File: src/rtl/digit_counter_4.sv
// digit_counter_4: four-digit decimal/hex counter feeding the HEX3..HEX0
// seven-segment decoders. A 26-bit divider turns the board clock into count
// steps; start/stop, clear and load pulses come from debounced keys.
// Optional feature macro: DIGIT_COUNTER_DOWN_EN adds the 'down' input for
// decrementing.
//
// state | meaning
// ------+-----------------------------------------------------------
// IDLE  | zeroed after reset/clear, divider stopped
// RUN   | divider advancing, digits step every TICK_DIV cycles
// PAUSE | divider and digits frozen, partial period retained
module digit_counter_4 #(
   parameter int unsigned TICK_DIV = 50000000,
   parameter int unsigned RADIX    = 10
) (
   input  logic        clk,
   input  logic        rst_n,
   input  logic        start_stop,
   input  logic        clear,
   input  logic        load,
   input  logic [15:0] load_value,
`ifdef DIGIT_COUNTER_DOWN_EN
   input  logic        down,
`endif
   output logic [15:0] digits,
   output logic        running,
   output logic        tick,
   output logic        wrap
);

   typedef enum logic [1:0] {
      IDLE  = 2'd0,
      RUN   = 2'd1,
      PAUSE = 2'd2
   } state_t;

   localparam logic [25:0] DIV_LAST  = 26'(TICK_DIV - 1);
   localparam logic [3:0]  DIGIT_MAX = 4'(RADIX - 1);

   state_t      state;
   logic [25:0] divider;
   logic [15:0] step_digits;
   logic        step_wrap;
   logic        carry;
   logic        dir_down;

`ifdef DIGIT_COUNTER_DOWN_EN
   assign dir_down = down;
`else
   assign dir_down = 1'b0;
`endif

   // Decimal loads clamp each nibble to 9 so the digits never hold an
   // out-of-range value; hex loads pass straight through.
   function automatic logic [15:0] load_fix(input logic [15:0] v);
      logic [15:0] r;
      r = v;
      if (RADIX == 10) begin
         for (int i = 0; i < 4; i++) begin
            if (v[4*i +: 4] > 4'd9) r[4*i +: 4] = 4'd9;
         end
      end
      return r;
   endfunction

   // Next value for one count step: carry/borrow ripples through all four
   // digits; a carry out of the top digit is the wrap.
   always_comb begin
      step_digits = digits;
      carry       = 1'b1;
      for (int i = 0; i < 4; i++) begin
         if (carry) begin
            if (dir_down) begin
               if (digits[4*i +: 4] == 4'd0) begin
                  step_digits[4*i +: 4] = DIGIT_MAX;
               end else begin
                  step_digits[4*i +: 4] = digits[4*i +: 4] - 4'd1;
                  carry = 1'b0;
               end
            end else begin
               if (digits[4*i +: 4] == DIGIT_MAX) begin
                  step_digits[4*i +: 4] = 4'd0;
               end else begin
                  step_digits[4*i +: 4] = digits[4*i +: 4] + 4'd1;
                  carry = 1'b0;
               end
            end
         end
      end
      step_wrap = carry;
   end

   // Control FSM, divider and digit registers; clear beats load beats
   // start_stop, and a clear/load swallows any step due in the same cycle.
   always_ff @(posedge clk or negedge rst_n) begin
      if (!rst_n) begin
         state   <= IDLE;
         divider <= 26'd0;
         digits  <= 16'h0000;
         running <= 1'b0;
         tick    <= 1'b0;
         wrap    <= 1'b0;
      end else begin
         tick <= 1'b0;
         wrap <= 1'b0;
         if (clear) begin
            state   <= IDLE;
            running <= 1'b0;
            divider <= 26'd0;
            digits  <= 16'h0000;
         end else if (load) begin
            divider <= 26'd0;
            digits  <= load_fix(load_value);
         end else begin
            if (start_stop) begin
               case (state)
                  IDLE: begin
                     state   <= RUN;
                     running <= 1'b1;
                  end
                  RUN: begin
                     state   <= PAUSE;
                     running <= 1'b0;
                  end
                  PAUSE: begin
                     state   <= RUN;
                     running <= 1'b1;
                  end
                  default: begin
                     state   <= IDLE;
                     running <= 1'b0;
                  end
               endcase
            end
            if (state == RUN) begin
               if (divider == DIV_LAST) begin
                  divider <= 26'd0;
                  digits  <= step_digits;
                  tick    <= 1'b1;
                  wrap    <= step_wrap;
               end else begin
                  divider <= divider + 26'd1;
               end
            end
         end
      end
   end

endmodule
File: config.mk
export PLATFORM = sky130hd
export DESIGN_NAME = digit_counter_4
export DESIGN_NICKNAME = d
export VERILOG_FILES = /design/src/rtl/digit_counter_4.sv
export SDC_FILE = /design/constraint.sdc
export NUM_CORES = 1
export LEC_CHECK = 0
export CAP_MARGIN = 20
export CORE_AREA = 2 2 113 115
export DETAILED_ROUTE_END_ITERATION = 16
export DIE_AREA = 0 0 115 117
export HOLD_SLACK_MARGIN = 0.1
export PLACE_DENSITY = 0.49
export SYNTH_ARGS = -nofsm -noshare
export SYNTH_HDL_FRONTEND = slang
export SYNTH_SLANG_ARGS = --single-unit
File: constraint.sdc
create_clock -name clk -period 3.6 [get_ports clk]
set_clock_uncertainty 0.2 [all_clocks]
set_input_delay 0.54 -clock clk [delete_from_list [all_inputs] [get_ports clk]]
set_output_delay 0.54 -clock clk [all_outputs]
set_load 0.01 [all_outputs]
Yosys cells after proc, flatten, opt, wreduce, memory -nomap -nowiden
Cells that the tools add are included.
- register bits after elaboration: 47
- bits in latches: 0
- memory bits (writable): 0
- bits in read-only memories: 0
- input port bits: 21
- memories kept: 0
- add/subtract/negate cells: 5
- $mul: 0
- divide/modulo/power cells: 0
- $lt $le $gt $ge: 4
- equal/unequal tests: 8
- shifts and indexed selects: 0
- mux-type cells: 42
- bitwise logic cells: 0
- reduce and logical (&&, ||, !) cells: 13
- operator list (cell ; number):
    $mux W26 ; 4
    $mux W16 ; 4
    $mux W4 ; 11
    $add A26 B1 Y26 const B ; 1
    $eq A26 B26 Y1 const B ; 1
    $mux W1 ; 19
    $add A4 B1 Y4 const B ; 4
    $eq A4 B4 Y1 const B ; 4
    $gt A4 B4 Y1 const B ; 4
    $reduce_bool A3 Y1 ; 5
    $reduce_and A3 Y1 ; 3
    $mux W2 ; 3
    $pmux W2 S2 ; 1
    $reduce_and A2 Y1 ; 2
    $eq A2 B1 Y1 const B ; 1
    $eq A2 B2 Y1 const B ; 1
    $logic_not A2 Y1 ; 1
    $ne A2 B2 Y1 const B ; 1
    $reduce_bool A2 Y1 ; 1
    $reduce_or A2 Y1 ; 1

Logic depth before layout (Yosys ltp)
- depth after elaboration: 9
- gate-level depth with buffers: 8

Worst setup path before layout
Ideal clock, no wire load.
- kind: register -> register
- start: reg divider[10]
- end: reg digits[12]
- setup time: 0.128 ns
- arrival time: 2.291 ns
- required time: 3.272 ns
- slack: 0.981 ns
- cell stages (with the launch flop): 7
- period minus slack after synthesis: 2.619 ns
- cell sequence: dfrtp_1 or4_4 or4_4 buf_6 nor3_4 a31oi_4 mux2_1
- word-level cells in the longest chain between the ends: 3
- RTL lines (item ; RTL line ; source):
    from (decl) ; 41 ; logic [25:0] divider;
    from (signal assigned) ; 142 ; divider <= divider + 26'd1;
    $eq A26 B26 Y1 ; 136 ; if (divider == DIV_LAST) begin
    $reduce_bool A3 Y1 (no line) ; - ;
    $reduce_and A3 Y1 (no line) ; - ;
    to (signal assigned) ; 113 ; digits <= load_fix(load_value);
    to (signal assigned) ; 138 ; digits <= step_digits;
    to (decl) ; 25 ; output logic [15:0] digits,
No other way between the ends.
A chain may end at the register's enable or synchronous reset.

Worst setup path after layout
- start: reg divider[10]
- end: reg digits[14]
The elaborated chain is that of the path after synthesis.

==> key figures <==
Power and ir drop
  • Pleak: 1.44 nW
  • Sequential fraction of design power: 45.8%
  • Combinational power share: 14.9%
  • PD cells: 328 mW/mm2
  • Psw: 0.319 mW
  • Sw Ratio: 26.2%
  • Pint: 0.896 mW
  • Worst vdd ir: 0.146 mV
  • Clock network fraction of design power: 39.2%

Setup path
  • Arrival @ worst endpoint: 2.79 ns
  • CP startpoint kind: flip-flop
  • Worst Setup Path Type: reg2reg
  • CP Max Fanout: 10
  • Worst R2R Path Depth: 5
  • CP endpoint kind: flip-flop
  • CP required: 3.58 ns

Drt
  • Wire per inst: 15.5 um
  • 1st-pass router iterations: 4
  • Initial drt markers: 87
  • Total Wirelength: 8030 um
  • ANT nets after route: 0
  • Via count: 2617
  • Post-route DRC: 0
  • Vias per cell: 5.05

CTS
  • Worst-path clk slew: 0.07 ns
  • Cts hold-fix bufs: 0
  • TritonCTS Buffers: 5
  • Sink Count: 46
  • Clock Tree Buf Depth: 2
  • H-tree depth: 2
  • PostCTS Resize Cnt: 0
  • Clk Latency, worst-skew pair: 0.29 ns
  • Post-CTS Setup Bufs: 0
  • CTS tree: done
  • Root cell of the clock tree: clkbuf_16

Die
  • Die ar.: 0.0135 mm2
  • Die height: 117 um
  • Initial Util: 24.2%
  • # IOs: 40
  • Placeable Area: 0.0123 mm2
  • Site Rows: 41
  • Die W: 115 um

STA
  • Setup WS post-layout: 0.792 ns
  • Worst slew pin tran: 0.747 ns
  • Slew margin rel.: 50.2%
  • Max Freq: 356 MHz
  • Minimum clock period: 2.81 ns
  • Final slew viol count: 0
  • Unrepaired setup endpoints after global routing: no
  • Period utilisation layout: 78.0%
  • Final TNS setup: 0 ns
  • Final setup viols: 0
  • Final Hold Fails: 0

Placement
  • Post-DP HPWL: 5810 um
  • Buffers added on ports: 39
  • Placed Area: 0.00355 mm2
  • Gp weighted congestion: 0.815
  • Place WS: 0.817 ns
  • Placed Cells: 510

Global routing
  • Initial antenna violation count: 0
  • Number of global-route vias before repair: 2653
  • Pin count of the biggest net entering global routing: 33
  • Met3 usage: 2.06%
  • GR met2 Demand/Resource: 21.2%
  • Global route hottest layer: met2
  • Met1 Resource Use GR: 17.3%
  • First-pass GRT wire length: 13600 um
  • Gr ovfl total: 0
  • Total GRT Usage: 12.7%

Yosys
  • Sequential area share after synthesis: 38.6%
  • Unique masters post-synth: 59
  • Synth Area in Simple Gates: 29.1%
  • Area leader, netlist: dfrtp_1
  • Largest family of logic cells by synthesized area: simple AND/OR/NAND/NOR gates
  • Synth Area in Compound Gates: 15.2%
  • Xor/xnor share of the synthesized area: 5.29%
  • Adder-cell area share of the yosys netlist: 3.78%
  • Top-area cell type share of the netlist area: 38.6%
  • Syn_area_per_cell: 9.09 um2
  • Async set-reset flop share out of synthesis: 100%
  • Warnings from Yosys: 0
  • Top-count cell post-synth: dfrtp_1
  • Top cells by count, synth: dfrtp_1, nor2_1, nand2_1, a21oi_1
  • Synth area leaders: dfrtp_1, nor2_1, nand2_1, ha_1, a21oi_1
  • Cells after synthesis: 328
  • Syn_nets: 358
  • Mapped Area: 0.00298 mm2
  • Register bit total from synthesis: 46
  • Post-synthesis mux area share: 4.70%
  • Post-synth top flop: dfrtp_1
  • Post-synth EDFFs: 0

Finish
  • Final core occ: 30.1%
  • Area Growth Syn to Fin: 24.2%
  • Net count, final: 397
  • Antenna cells: 0
  • Share of cells above drive strength 1: 9.78%
  • Post-route cell area: 0.00370 mm2
  • Finished Layout Cells: 518
  • Fillers: 1316

Worst hold path
  • Min-Delay Path Class: in2async

Outcome
  • Status: completed

Job
  • Max-cap violations: 0
worst max-delay path, stage by stage (launching register included):
cell,delay (ns)
dfrtp_1,0.44
or4_4,0.56
nor4_2,0.42
nand3_1,0.46
o311a_1,0.48
a21o_1,0.15
layer usage:
metal	vias up	wire length (um)
met2	59	3760
met3	8	306
met1	1267	3880
li1	1283	-
met4	0	85
met5	-	0
worst paths after layout:
path	to	slack [ns]	start
setup / recovery	digits[14]	0.79	divider[10]
hold / removal	digits[8]	0.11	rst_n
setup reg to reg	digits[14]	0.79	divider[10]
hold reg to reg	divider[1]	0.33	divider[1]
max in group asynchronous	divider[2]	2.37	rst_n
min in group clk	divider[1]	0.33	divider[1]
state kept, by name, summed over array words and instances, names as in the netlist:
| signal | flops |
|---|---|
| divider | 26 |
| digits | 16 |
| state | 2 |
| tick | 1 |
| wrap | 1 |
power by group through the flow:
stage	logic (mW)	registers [mW]	clock network, mW
after floorplan	0.0863	0.567	0
after global placement	0.184	0.567	0
after detailed placement	0.184	0.567	0
after CTS	0.185	0.557	0.489
after global routing	0.202	0.562	0.516
final	0.181	0.557	0.477
cell type report:
type                       instances  area [um2]  share of cell area (%)
clock buffer                       6         139                    3.75
multi-input combinational        257        1730                    46.7
tap                              150         188                    5.07
timing repair buffer              47         445                    12.0
clock inverter                     2        12.5                   0.338
inverter                          10        37.5                    1.01
sequential                        46        1150                    31.1
stage by stage:
stage,hold WS (ns),total power [mW]
CTS,0.150,1.23
detailed placement,0.321,0.751
floorplan,0.0444,0.654
global placement,0.313,0.750
global route,0.182,1.28
finish,0.112,1.22
cell families after synthesis:
logic type      count (synthesis)
mux                            13
compound gates                 65
xor+xnor                       18
flops                          46
fa+ha+maj                       9
simple gates                  152
buf+inv                        25
layout by cell type, fill, tap and decap left out, drive strengths merged, types with 2 or more instances in the layout:
cell type and instances:
dfrtp 46, clkdlybuf4s50 38, nor2 35, nand2 32, a21oi 18, nand3 12
nand4 12, a31oi 11, inv 10, o21ai 10, xor2 10, nor3 10
ha 9, buf 9, xnor2 8, mux2 8, clkbuf 6, or4 6
and4 5, mux2i 5, and3 5, a211oi 5, nor4 5, and2 4
or3 4, o31ai 4, nor3b 4, nor2b 3, nand3b 3, or2 3
and3b 2, o221ai 2, a21o 2, o21a 2
(Power assumes the default switching activity.)
